===== config.mk =====
export PLATFORM = sky130hd
export DESIGN_NAME = vga_timing_gen_flat
export DESIGN_NICKNAME = d
export VERILOG_FILES = /design/src/rtl/vga_timing_pkg.sv /design/src/rtl/vga_timing_gen_if.sv /design/src/rtl/vga_axis_counter.sv /design/src/rtl/vga_timing_gen.sv /design/src/flat_wrapper.sv
export SDC_FILE = /design/constraint.sdc
export NUM_CORES = 1
export LEC_CHECK = 0
export CAP_MARGIN = 20
export CORE_UTILIZATION = 50
export DETAILED_ROUTE_END_ITERATION = 12
export DONT_BUFFER_PORTS = 1
export GPL_TIMING_DRIVEN = 1
export SETUP_SLACK_MARGIN = 0.15
export SYNTH_ARGS = -nofsm -noshare
export SYNTH_HDL_FRONTEND = slang
export SYNTH_SLANG_ARGS = --single-unit

===== constraint.sdc =====
create_clock -name clk -period 2.8 [get_ports clk]
set_clock_uncertainty 0.2 [all_clocks]
set_input_delay 0.56 -clock clk [delete_from_list [all_inputs] [get_ports clk]]
set_output_delay 0.56 -clock clk [all_outputs]
set_load 0.02 [all_outputs]

===== src/rtl/vga_timing_pkg.sv =====
// rtl/vga_timing_pkg.sv - shared 640x480@60 constants and sync-window helper for vga_timing_gen
package vga_timing_pkg;

    localparam int H_VIS_640  = 640;
    localparam int H_FP_640   = 16;
    localparam int H_SYNC_640 = 96;
    localparam int H_BP_640   = 48;
    localparam int V_VIS_480  = 480;
    localparam int V_FP_480   = 10;
    localparam int V_SYNC_480 = 2;
    localparam int V_BP_480   = 33;

    localparam int H_TOTAL_640 = H_VIS_640 + H_FP_640 + H_SYNC_640 + H_BP_640;
    localparam int V_TOTAL_480 = V_VIS_480 + V_FP_480 + V_SYNC_480 + V_BP_480;

    typedef struct packed {
        int first;
        int last;
        int total;
    } sync_win_t;

    // Sync pulse sits directly after the front porch; first/last are inclusive positions.
    function automatic sync_win_t sync_window(input int vis, input int fp, input int sync, input int bp);
        sync_win_t w;
        w.first = vis + fp;
        w.last  = vis + fp + sync - 1;
        w.total = vis + fp + sync + bp;
        return w;
    endfunction

endpackage


===== src/rtl/vga_timing_gen_if.sv =====
// rtl/vga_timing_gen_if.sv - raster timing bundle; frame_count present only with VGA_FRAME_CNT_EN
interface vga_timing_if #(
    parameter int CNT_W = 10
`ifdef VGA_FRAME_CNT_EN
    ,
    parameter int FRAME_W = 8
`endif
);
    logic             pix_en;
    logic             h_sync;
    logic             v_sync;
    logic [CNT_W-1:0] col_counter;
    logic [CNT_W-1:0] row_counter;
    logic             screen_inactive;
    logic             line_start;
    logic             frame_start;
`ifdef VGA_FRAME_CNT_EN
    logic [FRAME_W-1:0] frame_count;
`endif

    modport master (
        input  pix_en,
        output h_sync, v_sync, col_counter, row_counter,
        output screen_inactive, line_start, frame_start
`ifdef VGA_FRAME_CNT_EN
        ,
        output frame_count
`endif
    );

    modport slave (
        output pix_en,
        input  h_sync, v_sync, col_counter, row_counter,
        input  screen_inactive, line_start, frame_start
`ifdef VGA_FRAME_CNT_EN
        ,
        input  frame_count
`endif
    );
endinterface


===== src/rtl/vga_axis_counter.sv =====
// rtl/vga_axis_counter.sv - one raster axis: wrapping position counter with registered sync and blank
module vga_axis_counter
    import vga_timing_pkg::*;
#(
    parameter int CNT_W = 10,
    parameter int VIS   = 640,
    parameter int FP    = 16,
    parameter int SYNC  = 96,
    parameter int BP    = 48,
    parameter bit POL   = 1'b0
) (
    input  logic             clk,
    input  logic             rst_n,
    input  logic             step,
    output logic [CNT_W-1:0] count,
    output logic             wrap,
    output logic             sync,
    output logic             blank
);

    localparam sync_win_t WIN = sync_window(VIS, FP, SYNC, BP);
    localparam logic [CNT_W-1:0] LAST_C       = CNT_W'(WIN.total - 1);
    localparam logic [CNT_W-1:0] SYNC_FIRST_C = CNT_W'(WIN.first);
    localparam logic [CNT_W-1:0] SYNC_LAST_C  = CNT_W'(WIN.last);
    localparam logic [CNT_W-1:0] VIS_C        = CNT_W'(VIS);

    if (WIN.total > (1 << CNT_W)) begin : g_bad_cnt_w
        $error("vga_axis_counter: total %0d does not fit CNT_W=%0d", WIN.total, CNT_W);
    end
    if (VIS < 1 || SYNC < 1 || FP < 0 || BP < 0) begin : g_bad_widths
        $error("vga_axis_counter: VIS and SYNC must be >= 1, porches >= 0");
    end

    logic [CNT_W-1:0] count_next;
    logic             sync_next;

    always_comb begin
        count_next = count;
        wrap       = 1'b0;
        if (step) begin
            if (count == LAST_C) begin
                wrap       = 1'b1;
                count_next = '0;
            end else begin
                count_next = count + 1'b1;
            end
        end
    end

    assign sync_next = (count_next >= SYNC_FIRST_C) && (count_next <= SYNC_LAST_C);

    // Flags register from count_next so they land on the same edge as the count they describe.
    always_ff @(posedge clk or negedge rst_n) begin
        if (!rst_n) begin
            count <= '0;
            sync  <= !POL;
            blank <= 1'b0;
        end else begin
            count <= count_next;
            sync  <= sync_next ? POL : !POL;
            blank <= (count_next >= VIS_C);
        end
    end

endmodule


===== src/rtl/vga_timing_gen.sv =====
// rtl/vga_timing_gen.sv - parametrised VGA raster timing generator; VGA_FRAME_CNT_EN adds frame_count
module vga_timing_gen
    import vga_timing_pkg::*;
#(
    parameter int CNT_W  = 10,
    parameter int H_VIS  = H_VIS_640,
    parameter int H_FP   = H_FP_640,
    parameter int H_SYNC = H_SYNC_640,
    parameter int H_BP   = H_BP_640,
    parameter int V_VIS  = V_VIS_480,
    parameter int V_FP   = V_FP_480,
    parameter int V_SYNC = V_SYNC_480,
    parameter int V_BP   = V_BP_480,
    parameter bit H_POL  = 1'b0,
    parameter bit V_POL  = 1'b0
`ifdef VGA_FRAME_CNT_EN
    ,
    parameter int FRAME_W = 8
`endif
) (
    input  logic        clk,
    input  logic        rst_n,
    vga_timing_if.master vif
);

    logic [CNT_W-1:0] col;
    logic [CNT_W-1:0] row;
    logic             h_wrap;
    logic             v_wrap;
    logic             h_blank;
    logic             v_blank;

    vga_axis_counter #(
        .CNT_W(CNT_W), .VIS(H_VIS), .FP(H_FP), .SYNC(H_SYNC), .BP(H_BP), .POL(H_POL)
    ) u_h_axis (
        .clk   (clk),
        .rst_n (rst_n),
        .step  (vif.pix_en),
        .count (col),
        .wrap  (h_wrap),
        .sync  (vif.h_sync),
        .blank (h_blank)
    );

    vga_axis_counter #(
        .CNT_W(CNT_W), .VIS(V_VIS), .FP(V_FP), .SYNC(V_SYNC), .BP(V_BP), .POL(V_POL)
    ) u_v_axis (
        .clk   (clk),
        .rst_n (rst_n),
        .step  (vif.pix_en & h_wrap),
        .count (row),
        .wrap  (v_wrap),
        .sync  (vif.v_sync),
        .blank (v_blank)
    );

    assign vif.col_counter     = col;
    assign vif.row_counter     = row;
    assign vif.screen_inactive = h_blank | v_blank;
    assign vif.line_start      = vif.pix_en && (col == '0);
    assign vif.frame_start     = vif.line_start && (row == '0);

`ifdef VGA_FRAME_CNT_EN
    logic [FRAME_W-1:0] frame_q;

    always_ff @(posedge clk or negedge rst_n) begin
        if (!rst_n) begin
            frame_q <= '0;
        end else if (v_wrap) begin
            frame_q <= frame_q + 1'b1;
        end
    end

    assign vif.frame_count = frame_q;
`else
    logic unused_v_wrap;
    assign unused_v_wrap = v_wrap;
`endif

endmodule


===== src/flat_wrapper.sv =====
// flat-port wrapper written by rule: the top's interface ports become plain ports
module vga_timing_gen_flat import vga_timing_pkg::*;
#(
    parameter int CNT_W  = 10,
    parameter int H_VIS  = H_VIS_640,
    parameter int H_FP   = H_FP_640,
    parameter int H_SYNC = H_SYNC_640,
    parameter int H_BP   = H_BP_640,
    parameter int V_VIS  = V_VIS_480,
    parameter int V_FP   = V_FP_480,
    parameter int V_SYNC = V_SYNC_480,
    parameter int V_BP   = V_BP_480,
    parameter bit H_POL  = 1'b0,
    parameter bit V_POL  = 1'b0

)
  (clk, rst_n, vif_pix_en, vif_h_sync, vif_v_sync, vif_col_counter, vif_row_counter, vif_screen_inactive, vif_line_start, vif_frame_start);
  vga_timing_if #(.CNT_W(CNT_W)) vif_i ();
  input  logic clk;
  input  logic rst_n;
  input wire logic [$bits(vif_i.pix_en)-1:0] vif_pix_en;
  output wire logic [$bits(vif_i.h_sync)-1:0] vif_h_sync;
  output wire logic [$bits(vif_i.v_sync)-1:0] vif_v_sync;
  output wire logic [$bits(vif_i.col_counter)-1:0] vif_col_counter;
  output wire logic [$bits(vif_i.row_counter)-1:0] vif_row_counter;
  output wire logic [$bits(vif_i.screen_inactive)-1:0] vif_screen_inactive;
  output wire logic [$bits(vif_i.line_start)-1:0] vif_line_start;
  output wire logic [$bits(vif_i.frame_start)-1:0] vif_frame_start;
  assign vif_i.pix_en = vif_pix_en;
  assign vif_h_sync = vif_i.h_sync;
  assign vif_v_sync = vif_i.v_sync;
  assign vif_col_counter = vif_i.col_counter;
  assign vif_row_counter = vif_i.row_counter;
  assign vif_screen_inactive = vif_i.screen_inactive;
  assign vif_line_start = vif_i.line_start;
  assign vif_frame_start = vif_i.frame_start;
  vga_timing_gen #(.CNT_W(CNT_W), .H_VIS(H_VIS), .H_FP(H_FP), .H_SYNC(H_SYNC), .H_BP(H_BP), .V_VIS(V_VIS), .V_FP(V_FP), .V_SYNC(V_SYNC), .V_BP(V_BP), .H_POL(H_POL), .V_POL(V_POL)) u_core (.clk(clk), .rst_n(rst_n), .vif(vif_i));
endmodule

== Yosys cells after proc, flatten, opt, wreduce, memory -nomap -nowiden ==
Cells that the tools add are included.

* Register bits after elaboration: 24
* Bits in latches: 0
* Bits in writable memories: 0
* ROM bits: 0
* Word-level logic and storage cells: 32
* Memories kept: 0

* Add/sub/neg operators: 2
* Multipliers: 0
* Div/mod/pow operators: 0
* Magnitude comparators: 6
* Equality and inequality tests: 2
* Shift-type cells: 0
* Multiplexer cells: 8
* Bitwise gates (word level): 2
* Reductions and logical operators: 6

{| class="wikitable"
|+ Operators with widths
! operator !! count
|-
| $mux W10 || 4
|-
| $add A10 B1 Y10 const B || 2
|-
| $eq A10 B10 Y1 const B || 2
|-
| $ge A10 B10 Y1 const B || 2
|-
| $ge A10 B9 Y1 const B || 2
|-
| $logic_not A10 Y1 || 2
|-
| $le A10 B10 Y1 const B || 1
|-
| $le A10 B9 Y1 const B || 1
|-
| $logic_and A1 B1 Y1 || 4
|-
| $mux W1 || 4
|-
| $and A1 B1 Y1 || 1
|-
| $or A1 B1 Y1 || 1
|}

== Longest topological paths before layout ==
Gate-level depths: netlist of the first run.

* Depth in word-level cells: 8
* Depth in mapped cells: 8
* Depth with buffers taken out: 7

== Hierarchy ==
From an unflattened synthesis of the first run, not the netlist that was laid out.

* Cell total of the unflattened synthesis: 138
* Area total of the unflattened synthesis: 1360.1 um2

{| class="wikitable"
|+ By module, submodules not included
! module !! times used !! cells an instance !! area an instance (um2) !! sequential area each (um2)
|-
| vga_axis_counter (u_core.u_v_axis) || 1 || 70 || 678.2 || 301.5
|-
| vga_axis_counter (u_core.u_h_axis) || 1 || 58 || 609.3 || 301.5
|-
| vga_timing_gen || 1 || 10 || 72.6 || 0.0
|}

== Worst setup path after synthesis of the first run ==
Ideal clock, no wire load.

* Path kind: register -> output
* From: register u_core.u_h_axis.count[0]
* To: output port vif_frame_start
* Arrival time: 2.164 ns
* Data required time: 2.040 ns
* Setup slack: -0.124 ns
* Cell stages (with the launch flop): 7
* Path through: dfrtp_1 -> inv_1 -> ha_1 -> nor4b_1 -> nand2_1 -> nor4b_1 -> and3_1

* Cells in the longest elaborated chain, start to end: 3

{| class="wikitable"
|+ Ends and longest elaborated chain
! item !! line !! RTL
|-
| start, declared || vga_axis_counter.sv:15 || <nowiki>output logic [CNT_W-1:0] count,</nowiki>
|-
| start signal, assigned || vga_axis_counter.sv:59 || <nowiki>count <= count_next;</nowiki>
|-
| $logic_not A10 Y1 || vga_timing_gen.sv:60 || <nowiki>assign vif.line_start = vif.pix_en && (col == '0);</nowiki>
|-
| $logic_and A1 B1 Y1 || vga_timing_gen.sv:60 ||
|-
| via vif_line_start || flat_wrapper.sv:27 || <nowiki>output wire logic [$bits(vif_i.line_start)-1:0] vif_line_start;</nowiki>
|-
| $logic_and A1 B1 Y1 || vga_timing_gen.sv:61 || <nowiki>assign vif.frame_start = vif.line_start && (row == '0);</nowiki>
|-
| end, declared || flat_wrapper.sv:28 || <nowiki>output wire logic [$bits(vif_i.frame_start)-1:0] vif_frame_start;</nowiki>
|}

The timed path passes the listed nets, and every way through them passes these cells.

== Worst setup path after layout of the first run ==
* From: register u_core.u_h_axis.count[0]
* To: output port vif_frame_start

* Cells in the longest elaborated chain, start to end: 3

{| class="wikitable"
|+ Ends and longest elaborated chain
! item !! line
|-
| $logic_not A10 Y1 || vga_timing_gen.sv:60
|-
| $logic_and A1 B1 Y1 || vga_timing_gen.sv:60
|-
| $logic_and A1 B1 Y1 || vga_timing_gen.sv:61
|}

Every way passes these cells.

==> metrics.txt, run 1 <==
placed cells 185; post-synth top area cell dfrtp_1; Synth top cells by count 22 x dfrtp_1, 16 x nand2_1, 10 x inv_1; DRT Wirelength 2900 um; mux cell area share after synthesis 1.48%; fin cells 191; Period Utilization, post-route 93.5%; RSZ-0062 raised after global routing yes; Final Max Slew Viols 0; CP startpoint kind flip-flop; Worst Path Arrival 1.86 ns; Die Y 55.7 um; Via density 5.91; largest net degree at the start of global routing 25; P per Cell Area 578 mW/mm^2; global placement routability congestion 0.825; H-tree depth 1; Net Count, Synth 161; First DRT Iteration DRCs 49; EDFF count, synth 0; Final ANT Viol Nets 0; first-pass GRT wire length 5050 um; Die ar. 0.00310 mm^2; critical path's slowest cell dfrtp_2; Hold Vio Cnt, Final 0; layout cells sized above 1 21.3%; critical path class reg2out; Critical Path End Type output pin; Sink Count 24; final hold slack 0.199 ns; Top FF cell, synth dfrtp_1; Netlist Area Pre-Place 0.00144 mm^2; post-detail-place hpwl 2070 um; worst skew pair latency 0.31 ns; Avg Synthesized Cell Area 9.36 um^2; Num CTS Buffers 3; Synth Warn # 0; Post-Syn Instances 154; P&R area growth vs syn 10.2%; max-cap viol count 0; Cell Chain, Critical Path inv_2, ha_4, nor4b_4, nand2_1, nor4b_2, and3_4; relative slew slack 63.6%; main combinational cell family by area after synthesis simple AND/OR/NAND/NOR gates; minimum clock period 2.62 ns; delay of the slowest critical-path stage 0.51 ns; nets@finish 168; CTS tree built; post-synth top area share 38.2%; drt first pass iters 4; Post-Synth Adder-Cell Area 3.47%; Max FO, Critical Path 6; VDD IR max 530 uV; vias in the first global route 1,052; count leader, synth dfrtp_1; Yosys cell types 47; Synth Register Bits 24; post-synthesis compound-gate area fraction 12.7%; GRT Overall Usage 20.4%; placed cell area 0.00149 mm^2; Reg clk slew, reported paths 0.12 ns; Hold Path Class in2reg; leak pwr 0.680 nW; post-DR wirelength/cell 15.2 um; GR Overflow Total 0; clock buffer depth 2; DR vias 1,128; Final Cell Area 0.00159 mm^2; simple-gate share of the synthesized area 29.3%; initial antenna violation count 0; drt drc 0; die width 55.7 um; Area contributors post-synth dfrtp_1 38%, nand2_1 4.2%, dfstp_2 3.6%; XOR/XNOR Fraction of Synth Area 5.47%; final setup fails 0; boundary pin count 28; Worst EP required 2.04 ns; post-synthesis sequential area ratio 41.8%; Achievable Freq 382 MHz; Synth async-reset ratio 100%; setup TNS 0 ns; PortBufs 0; core area 0.00273 mm^2; worst-margin pin slew 0.544 ns; status finished, final reports clean; Rows 19; Starting Density 52.7%; Diodes inserted 0; CTS root buf clkbuf_4
-- timing repair --
| action | CTS | global route |
|---|---|---|
| hold buffers | 1 | 0 |
| endpoints found under the hold margin | 24 | 0 |
| setup buffers | 0 | 0 |
| resized for setup | 5 | 5 |
| pin swaps | 2 | 2 |
| endpoints found under the setup margin | 1 | 2 |
-- kinds of logic (layout without fill, tap and decap cells) --
family / Yosys count / count (layout)
AND/OR/NAND/NOR: 71 / 71
AO/OA/AOI/OAI: 27 / 27
flip-flops: 24 / 24
buffers and inverters: 17 / 23
XOR/XNOR: 9 / 9
adder cells (fa/ha/maj): 4 / 4
multiplexers: 2 / 2
-- worst max-delay path, delay by kind of cell (launching register included) --
kind	cells	cell delay [ns]
DFF	1	0.51
and+or+nand+nor	4	0.82
buffers and inverters	1	0.10
adders and majority gates	1	0.12
-- routing by layer --
metal,vias up,wire [um],global-route usage [%]
met4,0,19,3.21
met3,2,114,6.05
met1,534,1490,30.1
li1,572,-,-
met2,20,1280,30.3
met5,-,0,0
-- worst paths after layout --
check	start	end	slack [ns]	cells after the start
setup reg to reg	u_core.u_v_axis.count[5]$_DFF_PN0_	u_core.u_v_axis.sync$_DFF_PN1_	0.54	5
hold reg to reg	u_core.u_v_axis.count[0]$_DFF_PN0_	u_core.u_v_axis.count[0]$_DFF_PN0_	0.47	2
max in group asynchronous	rst_n	u_core.u_h_axis.count[1]$_DFF_PN0_	1.45	2
setup / recovery	u_core.u_h_axis.count[0]$_DFF_PN0_	vif_frame_start	0.18	6
min in group asynchronous	rst_n	u_core.u_v_axis.count[2]$_DFF_PN0_	0.46	1
hold / removal	vif_pix_en	u_core.u_h_axis.count[2]$_DFF_PN0_	0.20	2
-- power breakdown --
group	switching, mW	total, mW	leakage, nW	internal (mW)
Combinational	0.0998	0.185	0.349	0.0847
Clock	0.0994	0.179	0.0210	0.0794
Sequential	0.158	0.555	0.310	0.397
Total	0.358	0.918	0.680	0.561
-- cell type report --
| class | instances | area [um^2] |
|---|---|---|
| repair buffers | 9 | 77.6 |
| clock buffers | 4 | 36.3 |
| multi-input cells | 113 | 793 |
| fillers | 250 | 1140 |
| well taps | 31 | 38.8 |
| flip-flops and latches | 24 | 606 |
| inverters | 10 | 37.5 |
-- sequential cells by signal, summed over array words and instances (netlist names) --
name / count
u_core.u_v_axis.blank: 1
u_core.u_h_axis.blank: 1
u_core.u_v_axis.count: 10
u_core.u_h_axis.count: 10
u_core.u_v_axis.sync: 1
u_core.u_h_axis.sync: 1
-- cell usage in the layout, fill, tap and decap left out, types with 2 or more instances in the layout --
cell      instances
nor2_1            9
o21ai_0           9
buf_4             7
or2_2             4
xor2_1            5
nor2b_1           2
inv_2             2
xnor2_1           4
nor3_1            9
nor4_1            3
a21oi_1           4
nand2_1          16
o31ai_1           5
dfrtp_1          20
nand3_1           3
ha_1              3
inv_1             8
nand2b_1          2
nand4_1           7
clkbuf_4          3
a21o_1            2
dfrtp_2           2
dfstp_2           2
-- per-stage QoR --
step	worst slack, ns	utilization [%]	power (mW)
after floorplan	0.187	-	0.652
after global placement	0.431	54.6	0.687
after detailed placement	0.425	54.6	0.695
after CTS	0.158	56.8	0.891
after global routing	0.0847	58.1	0.976
final	0.182	58.1	0.918
Power figures use the tool's default switching activity.
==> run 2, diff against run 1 <==
- CAP_MARGIN: 20 -> 25
==> metrics.txt, run 2 (synthesis gave the netlist of run 1 again) <==
Final Max Slew Viols 0 (unchanged); status finished, final reports clean; Hold Path Class in2reg; minimum clock period 2.62 ns (unchanged); max-cap viol count 0 (unchanged); final hold slack 0.199 ns (unchanged); critical path class reg2out; Diodes inserted 0 (unchanged); commonest cells after routing, fill and taps aside 20 x dfrtp_1, 16 x nand2_1, 9 x nor2_1, 9 x nor3_1, 9 x o21ai_0; GRT Overall Usage 20.4% (unchanged); Period Utilization, post-route 93.5% (unchanged); Num CTS Buffers 3 (unchanged); CP startpoint kind flip-flop; Hold Vio Cnt, Final 0 (unchanged); VDD IR max 530 uV (unchanged); P per Cell Area 578 mW/mm^2 (unchanged); pre-CTS setup slack 0.425 ns (unchanged); largest net degree at the start of global routing 25 (unchanged); Reg clk slew, reported paths 0.12 ns (about the same); Register Area 606 um^2 (unchanged); Worst Path Arrival 1.86 ns (about the same); die width 55.7 um (unchanged); CTS tree built; leak pwr 0.680 nW (unchanged); area of the multi-input gates 793 um^2 (unchanged); DR vias 1,128 (unchanged); Final Cell Area 0.00159 mm^2 (unchanged); nets@finish 168 (unchanged); Sink Count 24 (unchanged); core area 0.00273 mm^2 (unchanged); Achievable Freq 382 MHz (unchanged); Critical Path End Type output pin; GR met1 Demand/Resource 30.1% (unchanged); Via density 5.91 (unchanged); drt drc 0 (unchanged); worst-margin pin slew 0.544 ns (unchanged); most common cell after layout, fill and taps aside dfrtp_1; RSZ-0062 raised after global routing yes; Top Usage Layer GRT met2; PortBufs 0 (unchanged); final worst slack 0.182 ns (unchanged); Die ar. 0.00310 mm^2 (unchanged); Tot Pwr 0.918 mW (unchanged); boundary pin count 28 (unchanged); CTS root buf clkbuf_4; drt first pass iters 4 (unchanged); Rows 19 (unchanged); post-detail-place hpwl 2070 um (unchanged); clock buffer depth 2 (unchanged); post-DR wirelength/cell 15.2 um (unchanged); worst skew pair latency 0.31 ns (about the same); Global Route met3 Usage 6.05% (unchanged); placed cell area 0.00149 mm^2 (unchanged); global placement routability congestion 0.825 (unchanged); vias in the first global route 1,052 (unchanged); First DRT Iteration DRCs 49 (unchanged); first-pass GRT wire length 5050 um (unchanged); GR Overflow Total 0 (unchanged); P&R area growth vs syn 10.2% (unchanged); fillcell total 250 (unchanged); Max FO, Critical Path 6 (unchanged); final setup fails 0 (unchanged); Worst EP required 2.04 ns (about the same); Final ANT Viol Nets 0 (unchanged); Post-CTS Setup Inserts 0 (unchanged); H-tree depth 1 (unchanged); biggest regs u_core.u_h_axis.count (10), u_core.u_v_axis.count (10); setup TNS 0 ns (unchanged); DRT Wirelength 2900 um (unchanged); initial antenna violation count 0 (unchanged); layout cells sized above 1 21.3% (unchanged); relative slew slack 63.6% (unchanged); Starting Density 52.7% (unchanged); met2 Use GR 30.3% (unchanged); Die Y 55.7 um (unchanged)
## run 2: cell counts in the layout (fill, tap and decap cells not counted)
Identical to the previous run, type by type.
## run 2: metrics by stage
stage,util [%],std cells
after floorplan,-,154
after detailed placement,54.6,185
after global placement,54.6,185
after global routing,58.1,191
after CTS,56.8,190
final,58.1,191
## run 2: timing repair
| item | 4_1_cts | 5_1_grt |
|---|---|---|
| endpoints found under the hold margin | 24 | 0 |
| hold buffers | 1 | 0 |
| gates resized for setup | 5 | 5 |
| setup endpoints to repair | 1 | 2 |
| pin swaps | 2 | 2 |
## run 2: power breakdown
part | switching, mW | leakage (nW) | internal, mW
sequential | 0.158 | 0.310 | 0.397
clock | 0.0994 | 0.0210 | 0.0794
combinational | 0.0998 | 0.349 | 0.0847
total | 0.358 | 0.680 | 0.561
## run 2: layout make-up
class	count	share of cell area, %
timing repair buffer	9	4.88
multi-input combinational	113	49.9
sequential	24	38.1
tap	31	2.44
inverter	10	2.36
clock buffer	4	2.28
## run 2: worst max-delay path: stages, from the launching register on
cell     delay (ns)
dfrtp_2        0.51
inv_2          0.10
ha_4           0.12
nor4b_4        0.17
nand2_1        0.09
nor4b_2        0.28
and3_4         0.28
## run 2: layer usage
layer	wire length [um]	share of wire [%]	up-vias
met2	1280	44	20
li1	-	-	572
met4	19	0.66	0
met1	1490	51	534
met3	114	3.9	2
met5	0	0	-
## run 2: final timing paths
kind	slack (ns)	endpoint	cells past startpoint	startpoint
max reg2reg	0.54	u_core.u_v_axis.sync$_DFF_PN1_	5	u_core.u_v_axis.count[5]$_DFF_PN0_
max	0.18	vif_frame_start	6	u_core.u_h_axis.count[0]$_DFF_PN0_
max in group asynchronous	1.45	u_core.u_h_axis.count[1]$_DFF_PN0_	2	rst_n
min	0.20	u_core.u_h_axis.count[2]$_DFF_PN0_	2	vif_pix_en
min in group asynchronous	0.46	u_core.u_v_axis.count[2]$_DFF_PN0_	1	rst_n
min reg2reg	0.47	u_core.u_v_axis.count[0]$_DFF_PN0_	2	u_core.u_v_axis.count[0]$_DFF_PN0_
==> run 3, diff against run 2 <==
- CTS_CLUSTER_DIAMETER: unset -> 150
==> results of run 3 <==
Final layout, timing and power as in run 2 (identical DEF).
